## src/rtl/rx_phase_sync_if.sv

```systemverilog
// Purpose: groups the receive sample stream, enable and decision outputs of rx_phase_sync.
// Latency: none, wiring only.
// Backpressure: none, the sample stream is free-running at one sample per clock.
interface rx_phase_sync_if #(
    parameter int NB = 8,
    parameter int OS = 4
);
    localparam int PW = (OS > 1) ? $clog2(OS) : 1;

    logic                 i_enable;
    logic                 i_valid;
    logic signed [NB-1:0] i_sample;
    logic                 o_bit;
    logic                 o_bit_valid;
    logic [PW-1:0]        o_phase;
    logic                 o_locked;

    // Sample source side: drives the stream, observes decisions and lock.
    modport master (
        output i_enable, i_valid, i_sample,
        input  o_bit, o_bit_valid, o_phase, o_locked
    );

    // Phase-sync side: consumes the stream, produces decisions and lock.
    modport slave (
        input  i_enable, i_valid, i_sample,
        output o_bit, o_bit_valid, o_phase, o_locked
    );
endinterface

```

## src/rtl/rx_phase_sync.sv

```systemverilog
// Purpose: picks the highest-energy sampling phase per window and slices BPSK bits there.
// Latency: decisions one clock after the selected-phase sample; phase/lock one clock after window end.
// Backpressure: none; one sample per clock, i_valid marks phase 0 of every symbol.
module rx_phase_sync #(
    parameter int NB       = 8,
    parameter int OS       = 4,
    parameter int WIN_LOG2 = 10,
    parameter int NB_ACC   = 18
) (
    input  logic        clock,
    input  logic        i_reset,
    rx_phase_sync_if.slave bus
);
    localparam int PW = (OS > 1) ? $clog2(OS) : 1;

    typedef enum logic [1:0] {
        ST_IDLE  = 2'd0,
        ST_ACQ   = 2'd1,
        ST_TRACK = 2'd2
    } state_t;

    state_t              state_q, state_d;
    logic [PW-1:0]       ph_q, ph_d;
    logic [PW-1:0]       phase_q, phase_d;
    logic [WIN_LOG2-1:0] sym_cnt_q, sym_cnt_d;
    logic [NB_ACC-1:0]   acc_q [OS];
    logic [NB_ACC-1:0]   acc_d [OS];
    logic                bit_q, bit_d;
    logic                bit_vld_q, bit_vld_d;

    logic [NB-1:0]       raw;
    logic [NB-1:0]       mag;
    logic [NB_ACC:0]     sum;
    logic [NB_ACC-1:0]   acc_new;
    logic [NB_ACC-1:0]   mag_ext;
    logic [PW-1:0]       best_idx;
    logic [NB_ACC-1:0]   best_val;
    logic                win_end;

    // Phase of the current sample, its magnitude and the saturating accumulate into that phase.
    always_comb begin
        ph_d    = bus.i_valid ? '0 : ph_q + PW'(1);
        raw     = bus.i_sample;
        // Two's-complement negate; -2^(NB-1) lands on 2^(NB-1) as unsigned, which fits.
        mag     = raw[NB-1] ? (~raw + NB'(1)) : raw;
        mag_ext = NB_ACC'(mag);
        sum     = {1'b0, acc_q[ph_d]} + (NB_ACC+1)'(mag);
        acc_new = sum[NB_ACC] ? '1 : sum[NB_ACC-1:0];
        win_end = bus.i_valid && (&sym_cnt_q);
    end

    // Argmax over the accumulators; strict compare keeps the lowest index on ties.
    always_comb begin
        best_idx = '0;
        best_val = acc_q[0];
        for (int i = 1; i < OS; i++) begin
            if (acc_q[i] > best_val) begin
                best_val = acc_q[i];
                best_idx = PW'(i);
            end
        end
    end

    // Next-state logic: window bookkeeping, phase selection and bit decision.
    always_comb begin
        state_d   = state_q;
        phase_d   = phase_q;
        sym_cnt_d = sym_cnt_q;
        bit_d     = bit_q;
        bit_vld_d = 1'b0;
        for (int i = 0; i < OS; i++) acc_d[i] = acc_q[i];

        if (state_q != ST_IDLE && ph_d == phase_q) begin
            bit_d     = bus.i_sample[NB-1];
            bit_vld_d = 1'b1;
        end

        if (!bus.i_enable) begin
            // Partial window is thrown away; the selected phase is kept for the next run.
            state_d   = ST_IDLE;
            sym_cnt_d = '0;
            for (int i = 0; i < OS; i++) acc_d[i] = '0;
        end else begin
            case (state_q)
                ST_IDLE: begin
                    sym_cnt_d = '0;
                    for (int i = 0; i < OS; i++) acc_d[i] = '0;
                    if (bus.i_valid) begin
                        // The entering strobe's sample opens the first window.
                        state_d  = ST_ACQ;
                        acc_d[0] = mag_ext;
                    end
                end
                ST_ACQ, ST_TRACK: begin
                    if (win_end) begin
                        phase_d   = best_idx;
                        state_d   = ST_TRACK;
                        sym_cnt_d = '0;
                        for (int i = 0; i < OS; i++) acc_d[i] = '0;
                        acc_d[ph_d] = mag_ext;
                    end else begin
                        if (bus.i_valid) sym_cnt_d = sym_cnt_q + WIN_LOG2'(1);
                        acc_d[ph_d] = acc_new;
                    end
                end
                default: state_d = ST_IDLE;
            endcase
        end
    end

    // State and datapath registers.
    always_ff @(posedge clock or negedge i_reset) begin
        if (!i_reset) begin
            state_q   <= ST_IDLE;
            ph_q      <= '0;
            phase_q   <= '0;
            sym_cnt_q <= '0;
            bit_q     <= 1'b0;
            bit_vld_q <= 1'b0;
            for (int i = 0; i < OS; i++) acc_q[i] <= '0;
        end else begin
            state_q   <= state_d;
            ph_q      <= ph_d;
            phase_q   <= phase_d;
            sym_cnt_q <= sym_cnt_d;
            bit_q     <= bit_d;
            bit_vld_q <= bit_vld_d;
            for (int i = 0; i < OS; i++) acc_q[i] <= acc_d[i];
        end
    end

    assign bus.o_bit       = bit_q;
    assign bus.o_bit_valid = bit_vld_q;
    assign bus.o_phase     = phase_q;
    assign bus.o_locked    = (state_q == ST_TRACK);
endmodule

```

## src/flat_wrapper.sv

```systemverilog
// flat-port wrapper written by rule: the top's interface ports become plain ports
module rx_phase_sync_flat 
#(
    parameter int NB       = 8,
    parameter int OS       = 4,
    parameter int WIN_LOG2 = 10,
    parameter int NB_ACC   = 18
)
  (clock, i_reset, bus_i_enable, bus_i_valid, bus_i_sample, bus_o_bit, bus_o_bit_valid, bus_o_phase, bus_o_locked);
  rx_phase_sync_if #(.NB(NB), .OS(OS)) bus_i ();
  input  logic clock;
  input  logic i_reset;
  input wire logic [$bits(bus_i.i_enable)-1:0] bus_i_enable;
  input wire logic [$bits(bus_i.i_valid)-1:0] bus_i_valid;
  input wire logic [$bits(bus_i.i_sample)-1:0] bus_i_sample;
  output wire logic [$bits(bus_i.o_bit)-1:0] bus_o_bit;
  output wire logic [$bits(bus_i.o_bit_valid)-1:0] bus_o_bit_valid;
  output wire logic [$bits(bus_i.o_phase)-1:0] bus_o_phase;
  output wire logic [$bits(bus_i.o_locked)-1:0] bus_o_locked;
  assign bus_i.i_enable = bus_i_enable;
  assign bus_i.i_valid = bus_i_valid;
  assign bus_i.i_sample = bus_i_sample;
  assign bus_o_bit = bus_i.o_bit;
  assign bus_o_bit_valid = bus_i.o_bit_valid;
  assign bus_o_phase = bus_i.o_phase;
  assign bus_o_locked = bus_i.o_locked;
  rx_phase_sync #(.NB(NB), .OS(OS), .WIN_LOG2(WIN_LOG2), .NB_ACC(NB_ACC)) u_core (.clock(clock), .i_reset(i_reset), .bus(bus_i));
endmodule
```

## config.mk

```make
export PLATFORM = sky130hd
export DESIGN_NAME = rx_phase_sync_flat
export DESIGN_NICKNAME = d
export VERILOG_FILES = /design/src/rtl/rx_phase_sync_if.sv /design/src/rtl/rx_phase_sync.sv /design/src/flat_wrapper.sv
export SDC_FILE = /design/constraint.sdc
export NUM_CORES = 1
export LEC_CHECK = 0
export CAP_MARGIN = 20
export CORE_AREA = 2 2 130 132
export DETAILED_ROUTE_END_ITERATION = 10
export DIE_AREA = 0 0 132 134
export PLACE_DENSITY_LB_ADDON = 0.12
export SYNTH_ARGS = -nofsm -noshare
export SYNTH_HDL_FRONTEND = slang
export SYNTH_SLANG_ARGS = --single-unit
```

## constraint.sdc

```tcl
create_clock -name clock -period 7.4 [get_ports clock]
set_clock_uncertainty 0.05 [all_clocks]
set_input_delay 1.11 -clock clock [delete_from_list [all_inputs] [get_ports clock]]
set_output_delay 1.11 -clock clock [all_outputs]
set_load 0.02 [all_outputs]
```

; Yosys cells after proc, flatten, opt, wreduce, memory -nomap -nowiden
; Cells that the tools add are included.
[totals]
mem_bits_ro = 0
reg_bits = 90
mem_bits_rw = 0
output_inout_bits = 5
latch_bits = 0
mem_count = 0
[op_classes]
muxes = 27
add_sub_neg = 4
mul = 0
bitwise = 3
magnitude_cmp = 5
shift = 0
eq_ne = 7
n_reduce_logical = 10
n_div = 0
[op_table]
columns = cell, count
row1 = $mux W72, 2
row2 = $pmux W72 S2, 1
row3 = $mux W18, 6
row4 = $and A62 B72 Y72, 1
row5 = $bwmux W72, 1
row6 = $gt A18 B18 Y1, 3
row7 = $bmux W18 S2, 1
row8 = $demux W18 S2, 1
row9 = $mux W10, 3
row10 = $pmux W10 S2, 1
row11 = $add A18 B8 Y19, 1
row12 = $mux W8, 2
row13 = $mux W2, 6
row14 = $add A10 B1 Y10 const B, 1
row15 = $reduce_and A10 Y1, 1
row16 = $add A8 B1 Y8 const B, 1
row17 = $not A8 Y8, 1
row18 = $ne A4 B3 Y1 const B, 1
row19 = $pmux W2 S2, 1
row20 = $reduce_and A2 Y1, 2
row21 = $ge A3 B3 Y1 const B, 1
row22 = $logic_and A1 B1 Y1, 3
row23 = $lt A3 B1 Y1 const B, 1
row24 = $ne A3 B1 Y1 const B, 1
row25 = other kinds (12), 13

; Logic depth before layout (Yosys ltp)
[depth]
word_depth = 12
mapped_depth = 27
ltp_nobuf = 23

; Worst setup path after synthesis
; OpenSTA, ideal clock, no wires.
[synth_timing]
path_kind = flip-flop to flip-flop
from = register u_core.acc_q[39] (netlist name)
to = register u_core.phase_q[1] (netlist: u_core.bus.o_phase[1])
setup_ns = 0.082
slack_ns = 2.489
n_path_buf = 4
stages_incl_launch_ff = 26
arrival_time_ns = 4.779
cell_sequence = dfrtp_1 -> ha_1 -> a21o_1 -> a21o_1 -> a211oi_1 -> o21ai_0 -> o2bb2ai_1 -> buf_2 -> buf_2 -> mux2i_1 -> ha_1 -> a21o_1 -> a21o_1 -> a211oi_1 -> a31o_2 -> clkbuf_1 -> clkbuf_1 -> nor2_1 -> a21o_1 -> ha_1 -> nand4_1 -> nor3_1 -> o21ai_0 -> nand3_1 -> o221ai_1 -> a31oi_1
[synth_between]
elab_chain_len = 6
[synth_rtl]
columns = item, line_no
row1 = "start, declared", rx_phase_sync.sv:26  ; logic [NB_ACC-1:0] acc_q [OS];
row2 = $gt A18 B18 Y1, rx_phase_sync.sv:57  ; if (acc_q[i] > best_val) begin
row3 = $mux W18 *, rx_phase_sync.sv:57
row4 = $gt A18 B18 Y1, rx_phase_sync.sv:57
row5 = $mux W18, rx_phase_sync.sv:57
row6 = $gt A18 B18 Y1, rx_phase_sync.sv:57
row7 = $mux W2 *, rx_phase_sync.sv:57
row8 = "end signal, assigned", rx_phase_sync.sv:124  ; phase_q <= phase_d;
row9 = "end, declared", rx_phase_sync.sv:24  ; logic [PW-1:0] phase_q, phase_d;
; Every way passes the cells marked *; elsewhere a longest branch is shown, timed or not.
; A chain may end at the register's enable or synchronous reset.

; Worst setup path in the final report
[layout_timing]
from = register u_core.acc_q[59] (netlist name)
to = register u_core.phase_q[0] (netlist: u_core.bus.o_phase[0])
[layout_between]
elab_chain_len = 6
[layout_rtl]
columns = item, line_no
row1 = $gt A18 B18 Y1, rx_phase_sync.sv:57
row2 = $mux W18, rx_phase_sync.sv:57
row3 = $gt A18 B18 Y1, rx_phase_sync.sv:57
row4 = $mux W18, rx_phase_sync.sv:57
row5 = $gt A18 B18 Y1, rx_phase_sync.sv:57
row6 = $mux W2 *, rx_phase_sync.sv:57
; Marked as above.

==> results.sh <==
export IMPL_synthToLayoutAreaGrowth_pct=10.8
export IMPL_grt_usage_pct=25.8
export IMPL_post_cts_buffers=0
export IMPL_drive_gt1_share_pct=7.16
export IMPL_synthArstFlopShare_pct=100
export IMPL_cpLargestDelayFamily="compound AO/OA/AOI/OAI gates"
export IMPL_drc=0
export IMPL_ctsResizeCount=0
export IMPL_hold_viol=0
export IMPL_crit_fanout=36
export IMPL_clk_pin_slew_worst_paths_ns=0.07
export IMPL_synth_seq_cells=90
export IMPL_fin_crit_sh_pct=86.4
export IMPL_cts_buffers=9
export IMPL_insertion_delay_ns=0.36
export IMPL_p_per_area_mw_per_mm2=255
export IMPL_whs_path_depth=1
export IMPL_min_period_ns=6.40
export IMPL_cp_end_kind="flop"
export IMPL_place_gp_congestion=0.979
export IMPL_finalMaxSlewViolations=0
export IMPL_regArea_mm2=0.00225
export IMPL_setup_viol=0
export IMPL_syn_num_nets=881
export IMPL_yosys_warnings=0
export IMPL_drt_first_pass_iters=5
export IMPL_grt_first_pass_wirelength_mm=35.2
export IMPL_relSlewSlack_pct=33.6
export IMPL_final_util_pct=46.5
export IMPL_slowest_delay_ns=0.75
export IMPL_overflow=0
export IMPL_tns_ns=0
export IMPL_first_global_vias=6220
export IMPL_dp_hpwl_mm=16.1
export IMPL_start_kind="flop"
export IMPL_rows=47
export IMPL_diodes=0
export IMPL_clock_sinks=90
export IMPL_ios=17
export IMPL_max_freq_ghz=0.156
export IMPL_path_depth=24
export IMPL_antenna_found_initial=0
export IMPL_clk_path_buf_depth=2
export IMPL_worst_slack_ns=1.00
export IMPL_rr_worst_depth=24
export IMPL_htreeDepth=3
export IMPL_grt_max_degree=54
export IMPL_nFillCells=1610
export IMPL_fin_cells=1030
export IMPL_syn_inst=801
export IMPL_worstPathRequired_ns=7.63
export IMPL_portBuffers=16
export IMPL_postCtsHoldBufs=0
export IMPL_syn_area_mm2=0.00684
export IMPL_drt_total_wl_mm=22.2
export IMPL_slowest_stage="a31o_2"
export IMPL_ant_nets=0
export IMPL_layout_common_cells="nand2_1 (105), o21ai_0 (97), dfrtp_1 (90)"
export IMPL_p_leak_nw=3.42
export IMPL_dp_slack_ns=1.11
export IMPL_path_cells="inv_1 > ha_1 > nand4_1 > a21oi_1 > a211oi_1 > o21ai_0 > o2bb2ai_2 > buf_4 > mux2i_1 > ha_1 > a21o_1 > a21oi_1 > nor2b_1 > o31ai_1 > a31o_2 > nor2_1 > a21o_1 > ha_1 > nand4_1 > nor3_1 > o21ai_0 > nand3_1 > o221ai_1 > a31oi_1"
export IMPL_peakVddDrop_v=0.000109
export IMPL_syn_area_per_cell_um2=8.53
export IMPL_worst_pin_slew_ns=0.993
export IMPL_die_y_um=134
export IMPL_wl_per_cell_um=21.6
export IMPL_crit_type="reg2reg"
export IMPL_maxCapViolations=0
export IMPL_synth_cell_types=70
export IMPL_final_common_cell="nand2_1"
export IMPL_arrival_ns=6.62
export IMPL_synthFlopType="dfrtp_1"
export IMPL_synth_edf_count=0
export IMPL_multi_input_area_mm2=0.00428
export IMPL_ys_seq_area_share_pct=32.9
export IMPL_vias=6287
export IMPL_power_total_mw=1.93
export IMPL_rsz0062_at_grt="false"
export IMPL_hold_path_class="reg2reg"
export IMPL_dp_cells=1014
export IMPL_cts_root_buf="clkbuf_16"
export IMPL_status="finished, final reports clean"
export IMPL_final_nets=885
export IMPL_initial_core_util_pct=42.0
export IMPL_worst_path_buf_inv=2
export IMPL_cts_tree="built"
export IMPL_die_area_mm2=0.0177
export IMPL_core_mm2=0.0163
export IMPL_dieWidth_um=132
export IMPL_dr_first_iter_drc_count=507
export IMPL_worst_path_most_repeated_cell="ha_1"
export IMPL_viasPerCell=6.10
[routing by layer]
metal  global-route usage, %  routed length (um)
met1                    36.2               10100
met2                    41.4               10200
met3                    3.17                1400
met4                    8.45                 535
met5                       0                   0
[final cells by class]
cell class | instances | area share, %
Timing Repair Buffer | 31 | 3.57
Clock inverter | 7 | 1.93
Sequential cell | 90 | 29.7
Inverter | 34 | 1.69
Clock buffer | 9 | 2.97
Multi-Input combinational cell | 639 | 56.5
Tap cell | 220 | 3.64
[sequential cells by signal, summed over array words and instances, names as in the netlist]
signal and cells:
u_core.ph_q 2, u_core.bus.o_phase 2, u_core.acc_q 72, u_core.state_q 2
u_core.sym_cnt_q 10, u_core.bus.o_bit 1, u_core.bus.o_bit_valid 1
[Yosys cell counts, drive strengths merged (4+ instances only)]
master  count  area, um^2
nand3b      6        45.0
nor2b      10        62.6
nand2b      4        25.0
a21oi      48         244
inv        34         128
nand3      17        90.1
o22ai      12        75.1
and4        4        35.0
mux2i      32         320
mux2        5        56.3
a22o       11        96.3
nor3       15        80.1
ha         67         838
clkbuf     18        67.6
xnor2       8        70.1
nand4       9        56.3
o21a        5        37.5
a211oi      7        52.6
nor3b       4        35.0
nand2     105         394
buf        20         121
and3        6        37.5
a31oi       8        50.1
o21ai     105         526
a21o       36         270
nor2       64         260
xor2        6        52.6
dfrtp      90        2250
[where the power goes]
group	internal, mW	leakage, nW	switching (mW)
logic	0.310	1.99	0.509
clock network	0.368	0.181	0.222
registers	0.508	1.25	0.0153
[path summary, 6_finish.rpt]
kind	startpoint	to	slack (ns)
worst max-delay path	u_core.acc_q[59]$_DFFE_PN0P_	u_core.bus.o_phase[0]$_DFFE_PN0P_	1.00
worst min-delay path	u_core.sym_cnt_q[9]$_DFFE_PN0P_	u_core.sym_cnt_q[9]$_DFFE_PN0P_	0.44
worst max register to register	u_core.acc_q[59]$_DFFE_PN0P_	u_core.bus.o_phase[0]$_DFFE_PN0P_	1.00
worst min register to register	u_core.sym_cnt_q[9]$_DFFE_PN0P_	u_core.sym_cnt_q[9]$_DFFE_PN0P_	0.44
max in group asynchronous	i_reset	u_core.acc_q[62]$_DFFE_PN0P_	5.55
min in group asynchronous	i_reset	u_core.state_q[0]$_DFFE_PN0P_	0.67
[logic make-up (layout without fill, tap and decap cells)]
| family | Yosys count | count (layout) | synth area share (%) |
|---|---|---|---|
| fa+ha+maj | 68 | 68 | 12.6 |
| mux | 40 | 40 | 6.50 |
| compound gates | 257 | 257 | 23.4 |
| flops | 90 | 90 | 32.9 |
| simple gates | 260 | 260 | 18.2 |
| xor+xnor | 14 | 14 | 1.79 |
| buf+inv | 72 | 81 | 4.63 |
[stage by stage]
| step | area (um^2) | hold WS (ns) |
|---|---|---|
| after floorplan | 6840 | 0.400 |
| after global placement | 7190 | 0.430 |
| after detailed placement | 7200 | 0.428 |
| after CTS | 7570 | 0.447 |
| after global routing | 7570 | 0.478 |
| final | 7570 | 0.440 |
[worst reg2reg max path, stage by stage, from the launching register on]
cell and delay (ns):
dfrtp_1 0.38, inv_1 0.07, ha_1 0.31, nand4_1 0.24, a21oi_1 0.20, a211oi_1 0.09
o21ai_0 0.23, o2bb2ai_2 0.43, buf_4 0.38, mux2i_1 0.37, ha_1 0.32, a21o_1 0.16
a21oi_1 0.15, nor2b_1 0.06, o31ai_1 0.31, a31o_2 0.75, nor2_1 0.09, a21o_1 0.19
ha_1 0.29, nand4_1 0.22, nor3_1 0.34, o21ai_0 0.20, nand3_1 0.10, o221ai_1 0.14
a31oi_1 0.21
Power figures use the tool's default switching activity.
